$ cat config.mk
export PLATFORM = sky130hd
export DESIGN_NAME = dm_bus_master
export DESIGN_NICKNAME = d
export VERILOG_FILES = /design/src/rtl/mem_pkg.sv /design/src/rtl/mem_lane.sv /design/src/rtl/dm_bus_master.sv
export SDC_FILE = /design/constraint.sdc
export NUM_CORES = 1
export LEC_CHECK = 0
export CAP_MARGIN = 30
export CORE_ASPECT_RATIO = 0.6
export CORE_MARGIN = 4
export CORE_UTILIZATION = 43
export DETAILED_ROUTE_END_ITERATION = 8
export GPL_TIMING_DRIVEN = 1
export PLACE_DENSITY = 0.93
export SETUP_SLACK_MARGIN = 0.4
export SYNTH_ARGS = -nofsm -noshare
export SYNTH_HDL_FRONTEND = slang
export SYNTH_SLANG_ARGS = --single-unit
$ cat constraint.sdc
create_clock -name clk -period 2.1 [get_ports clk]
set_input_delay 0.63 -clock clk [delete_from_list [all_inputs] [get_ports clk]]
set_output_delay 0.63 -clock clk [all_outputs]
set_load 0.05 [all_outputs]
$ cat src/rtl/mem_pkg.sv
// Shared definitions for the data-side memory access path: access-size
// encodings, the load/store FSM state type and the alignment rule.
package mem_pkg;

  localparam logic [1:0] SZ_BYTE = 2'd0;
  localparam logic [1:0] SZ_HALF = 2'd1;
  localparam logic [1:0] SZ_WORD = 2'd2;

  typedef enum logic [1:0] {
    ST_IDLE,
    ST_BUS,
    ST_RESP
  } dm_state_t;

  // True when the access cannot be issued as a single aligned transaction:
  // odd halfword, non-word-aligned word, or the illegal size encoding.
  function automatic logic misaligned(input logic [1:0] size, input logic [1:0] addr);
    logic bad;
    case (size)
      SZ_BYTE: bad = 1'b0;
      SZ_HALF: bad = addr[0];
      SZ_WORD: bad = (addr != 2'b00);
      default: bad = 1'b1;
    endcase
    return bad;
  endfunction

endpackage

$ cat src/rtl/mem_lane.sv
// Byte-lane steering for a 32-bit little-endian bus. Store side replicates the
// right-justified data into every lane and raises the enables of the lanes the
// access covers; load side picks the addressed field and sign/zero extends it.
// Purely combinational so the fetch side can share it.
module mem_lane
  import mem_pkg::*;
(
  input  logic [1:0]  size,
  input  logic [1:0]  offset,
  input  logic        sign_ext,
  input  logic [31:0] st_data,
  input  logic [31:0] ld_word,
  output logic [3:0]  st_byteen,
  output logic [31:0] st_wdata,
  output logic [31:0] ld_data
);

  logic [7:0]  byte_sel;
  logic [15:0] half_sel;

  // Lane enables, replicated store data and extended load field per access size.
  always_comb begin
    // NOTE: every output gets a default before the case so no path leaves a
    // value unassigned and nothing is inferred as a latch.
    st_byteen = 4'b0000;
    st_wdata  = st_data;
    ld_data   = ld_word;
    byte_sel  = ld_word[{offset, 3'b000} +: 8];
    half_sel  = ld_word[{offset[1], 4'b0000} +: 16];
    case (size)
      SZ_BYTE: begin
        st_byteen = 4'b0001 << offset;
        st_wdata  = {4{st_data[7:0]}};
        ld_data   = {{24{sign_ext & byte_sel[7]}}, byte_sel};
      end
      SZ_HALF: begin
        st_byteen = offset[1] ? 4'b1100 : 4'b0011;
        st_wdata  = {2{st_data[15:0]}};
        ld_data   = {{16{sign_ext & half_sel[15]}}, half_sel};
      end
      SZ_WORD: begin
        st_byteen = 4'b1111;
      end
      default: begin
        st_byteen = 4'b0000;
      end
    endcase
  end

endmodule

$ cat src/rtl/dm_bus_master.sv
// M-stage load/store initiator. Registers one request, drives a word-aligned
// byte-enabled transaction until the memory acknowledges (or a wait limit
// expires), then returns a one-cycle response with extended load data.
module dm_bus_master
  import mem_pkg::*;
#(
  parameter int MAX_WAIT = 15
) (
  input  logic        clk,
  input  logic        reset,
  input  logic        req_valid,
  output logic        req_ready,
  input  logic        req_we,
  input  logic [1:0]  req_size,
  input  logic        req_signed,
  input  logic [31:0] req_addr,
  input  logic [31:0] req_wdata,
  input  logic [31:0] req_pc,
  output logic        rsp_valid,
  output logic [31:0] rsp_rdata,
  output logic        rsp_err,
  output logic        stall,
  output logic        bus_req,
  input  logic        bus_ack,
  output logic [31:0] m_data_addr,
  output logic [31:0] m_data_wdata,
  output logic [3:0]  m_data_byteen,
  input  logic [31:0] m_data_rdata,
  output logic [31:0] m_inst_addr
);

  localparam int CW = $clog2(MAX_WAIT + 1);
  localparam logic [CW-1:0] WAIT_LAST = CW'(MAX_WAIT - 1);

  dm_state_t state, state_next;

  logic          we_q;
  logic [1:0]    size_q;
  logic          signed_q;
  logic [31:0]   addr_q;
  logic [31:0]   wdata_q;
  logic [31:0]   pc_q;
  logic [CW-1:0] wait_cnt;
  logic          err_q;
  logic [31:0]   rdata_q;

  logic          accept;
  logic          bad_req;
  logic          wait_expired;
  logic [3:0]    lane_byteen;
  logic [31:0]   lane_wdata;
  logic [31:0]   lane_ld;

  assign accept       = (state == ST_IDLE) && req_valid;
  assign bad_req      = misaligned(req_size, req_addr[1:0]);
  assign wait_expired = (wait_cnt == WAIT_LAST);

  // Lane logic always works from the registered request, so the bus is stable
  // for the whole transaction regardless of what the pipeline does meanwhile.
  mem_lane u_lane (
    .size      (size_q),
    .offset    (addr_q[1:0]),
    .sign_ext  (signed_q),
    .st_data   (wdata_q),
    .ld_word   (m_data_rdata),
    .st_byteen (lane_byteen),
    .st_wdata  (lane_wdata),
    .ld_data   (lane_ld)
  );

  // State register.
  always_ff @(posedge clk or negedge reset) begin
    // NOTE: clocked blocks use non-blocking assignments so every register
    // samples pre-edge values and simulation matches the synthesized flops.
    if (!reset) state <= ST_IDLE;
    else        state <= state_next;
  end

  // Next-state and state-decoded outputs; byteen gated by BUS so a reset,
  // error or idle cycle can never write memory.
  always_comb begin
    state_next    = state;
    req_ready     = 1'b0;
    bus_req       = 1'b0;
    rsp_valid     = 1'b0;
    m_data_byteen = 4'b0000;
    case (state)
      ST_IDLE: begin
        req_ready = 1'b1;
        if (req_valid) state_next = bad_req ? ST_RESP : ST_BUS;
      end
      ST_BUS: begin
        bus_req       = 1'b1;
        m_data_byteen = we_q ? lane_byteen : 4'b0000;
        if (bus_ack || wait_expired) state_next = ST_RESP;
      end
      ST_RESP: begin
        rsp_valid  = 1'b1;
        state_next = ST_IDLE;
      end
      default: state_next = ST_IDLE;
    endcase
  end

  // Request capture, wait counting and response formation.
  always_ff @(posedge clk or negedge reset) begin
    if (!reset) begin
      we_q     <= 1'b0;
      size_q   <= SZ_BYTE;
      signed_q <= 1'b0;
      addr_q   <= '0;
      wdata_q  <= '0;
      pc_q     <= '0;
      wait_cnt <= '0;
      err_q    <= 1'b0;
      rdata_q  <= '0;
    end else if (accept) begin
      we_q     <= req_we;
      size_q   <= req_size;
      signed_q <= req_signed;
      addr_q   <= req_addr;
      wdata_q  <= req_wdata;
      pc_q     <= req_pc;
      wait_cnt <= '0;
      err_q    <= bad_req;
      rdata_q  <= '0;
    end else if (state == ST_BUS) begin
      if (bus_ack) begin
        rdata_q <= we_q ? 32'h0 : lane_ld;
      end else begin
        wait_cnt <= wait_cnt + 1'b1;
        if (wait_expired) err_q <= 1'b1;
      end
    end
  end

  assign stall        = req_valid & ~rsp_valid;
  assign rsp_err      = err_q;
  assign rsp_rdata    = rdata_q;
  assign m_data_addr  = {addr_q[31:2], 2'b00};
  assign m_data_wdata = lane_wdata;
  assign m_inst_addr  = pc_q;

endmodule

==> qor.txt <==
RD Place Congestion = 0.854
I/O pin count = 273
Routed WL = 23700 um
Net count reported at finish = 1115
Commonest cells after routing, fill and taps aside = nand2_1, clkdlybuf4s50_1, dfrtp_1, buf_4, nand2_2
Core area = 14600 sq um
Outcome = finished, violations left
Syn Inst Count = 706
Initial antenna violation count = 2
Metal3 WL = 2360 um
Worst-Margin Slew = 0.857 ns
FF+latch count, synth = 139
WL met1 = 9250 um
Failing checks = negative setup slack
Clk Latency, worst-skew pair = 0.41 ns
Crit end category = output pin
IO buf count = 270
Top post-synthesis cells by area = dfrtp_1, nand2_1, buf_4
Pwr/cell area = 1810 nW/um^2
Placed insts = 1131
Max frequency = 435 MHz
Worst-path fanout max = 8
Crit share post-route = 1.10
Final instance area = 11300 sq um
Peak supply drop = 0.00129 V
Number of global-route vias before repair = 6154
Htree depth = 4
First-pass GRT wire length = 33100 um
Crit path launch type = flip-flop
RSZ-0062 raised after global routing = yes
Die Span Y = 103 um
Main combinational cell family by area after synthesis = simple AND/OR/NAND/NOR gates
Routed length on met2 = 11500 um
# Max-Cap Violations = 0
Synth-to-Final Area Change = 74.9%
Die width = 166 um
Leakage = 5.56 nW
CTS Buf Count = 17
Synth area leader = dfrtp_1
WS Path Type = flip-flop to output pin
Mapped Area = 6460 sq um
Via Count = 6325
Post-Layout Cell Count = 1190
Largest net degree at the start of global routing = 52
Slowest cell delay on critical path = 0.48 ns
Synth cell types = 42
Layout cells sized above 1 = 0.458
CTS tree = built
Worst slew margin = 0.426
Syn_area_per_cell = 9.15 sq um
DR vias/cell = 5.32
CP required = 1.47 ns
Clock Path Buffers = 2
TritonCTS sink count = 139
GRT Util Overall = 0.246
Final core occ = 0.774
Worst path arrival time = 1.67 ns
Setup Skew = 0.0124 ns
Clock slew at reported path FFs = 0.06 ns
Final worst slack = -0.201 ns
Post-synthesis mux area share = 0.0628
Synth Area in Compound Gates = 0.0881
Worst path cell trace = nor2_4, buf_12, mux2_4, buf_6
Total power = 0.0204 W
Avg WL per Cell = 19.9 um
Critical path's slowest cell = dfrtp_2
Final Critical Period = 2.30 ns
Commonest non-fill, non-tap cell in the layout = nand2_1
Sequential share of the synthesized area = 0.538
Top Layer Used = met4
DRC Markers = 0
Die area = 17100 sq um
CTS root buffer = clkbuf_16
Finish-stage setup viols = 29
Adder-cell area share of the yosys netlist = 0.00387
Worst hold path type = input port to async pin
Pins Over Slew Limit = 0
XOR/XNOR share of the synthesized area = 0.00271
Std cell rows = 34
Initial cell density of the core = 0.443
Hold Buf Count CTS = 0
Post-synthesis simple-gate area fraction = 0.226
Initial DRC count = 462
Post-route ant nets = 0
Synth top area share = 0.538
TritonRoute pass-1 iters = 5
Final HPWL DP = 15300 um
Fin. Hold Viols = 0
Post-DP Area = 9470 sq um
Total gr overflow = 0
Yosys warnings = 0
layout make-up:
cell class	instances	area [sq um]
Fill cell	857	3290
Tap cell	198	248
Clock inverter	14	184
Multi-Input combinational cell	484	3530
Antenna cell	2	5.00
Clock buffer	18	429
Inverter	3	11.3
Sequential cell	139	3490
Timing Repair Buffer	332	3400
state kept, by name, indices dropped and copies added, names as in the netlist:
register / cells
addr_q: 32
m_inst_addr: 32
rsp_rdata: 32
wdata_q: 32
wait_cnt: 4
size_q: 2
state: 2
rsp_err: 1
signed_q: 1
we_q: 1
synthesized netlist by cell type:
cell and n:
a211oi_1 3, a21o_1 2, a21oi_1 10, a221o_1 17
a221oi_1 7, a32o_1 1, a32oi_1 7, and2_1 1
and3_1 8, and4bb_4 1, buf_2 8, buf_4 42
buf_6 2, clkbuf_1 29, conb_1 1, dfrtp_1 139
ha_1 2, inv_1 3, mux2_1 6, mux2_2 18
mux2i_1 9, mux2i_4 1, mux4_2 1, nand2_1 324
nand2b_1 4, nand2b_2 1, nand3_1 1, nand3b_1 2
nand4_1 1, nor2_1 13, nor2b_1 4, nor3b_1 2
nor3b_4 1, o21a_1 1, o21ai_0 9, o21ai_1 18
o21ba_2 1, o221a_2 1, o22a_1 1, o22ai_1 1
or2_1 1, xor2_1 2
timing repair:
item,in CTS,in global routing
pin swaps,4,145
setup endpoints to repair,69,70
buffers inserted,12,10
cloned,1,2
resized for setup,54,235
worst max-delay path, delay by kind of cell, from the launching register on:
family        cells  cell delay [ns]
simple gates      1             0.14
flops             1             0.48
mux               1             0.32
buf+inv           2             0.32
power by group:
| group | internal (W) | switching (W) | total, W |
|---|---|---|---|
| Sequential | 0.00378 | 0.000939 | 0.00472 |
| Clock | 0.00190 | 0.00125 | 0.00315 |
| Combinational | 0.00474 | 0.00781 | 0.0125 |
| Total | 0.0104 | 0.0100 | 0.0204 |
per-layer routing:
| layer | global-route usage | vias up |
|---|---|---|
| met5 | 0 | - |
| met3 | 0.0935 | 63 |
| met2 | 0.403 | 359 |
| li1 | - | 2816 |
| met4 | 0.0861 | 0 |
| met1 | 0.305 | 3087 |
through the flow:
stage | setup slack, ns | TNS [ns] | hold slack (ns)
CTS | -0.190 | -4.52 | 0.137
global placement | -0.250 | -5.22 | 0.457
finish | -0.201 | -3.77 | 0.141
detailed placement | -0.307 | -6.32 | 0.463
floorplan | -0.00822 | -0.0164 | 0.334
global route | -0.247 | -5.30 | 0.152
path summary, 6_finish.rpt:
check / slack (ns) / cells past startpoint / to / from
max reg2reg: 0.12 / 7 / rsp_rdata[31]$_DFFE_PN0P_ / addr_q[1]$_DFFE_PN0P_
min in group clk: 0.47 / 2 / addr_q[2]$_DFFE_PN0P_ / addr_q[2]$_DFFE_PN0P_
max in group asynchronous: 1.36 / 2 / state[0]$_DFFE_PN0P_ / reset
max: -0.20 / 4 / m_data_wdata[9] / size_q[0]$_DFFE_PN0P_
min: 0.14 / 1 / rsp_rdata[27]$_DFFE_PN0P_ / reset
min reg2reg: 0.47 / 2 / addr_q[2]$_DFFE_PN0P_ / addr_q[2]$_DFFE_PN0P_
logic make-up (layout without fill, tap and decap cells):
family,Yosys count,after routing
AO/OA/AOI/OAI,79,79
AND/OR/NAND/NOR,364,364
adder cells (fa/ha/maj),2,2
XOR/XNOR,2,2
flip-flops,139,139
multiplexers,35,35
other,1,4
buffers and inverters,84,367
No activity file was read; power rests on OpenSTA's default activity.
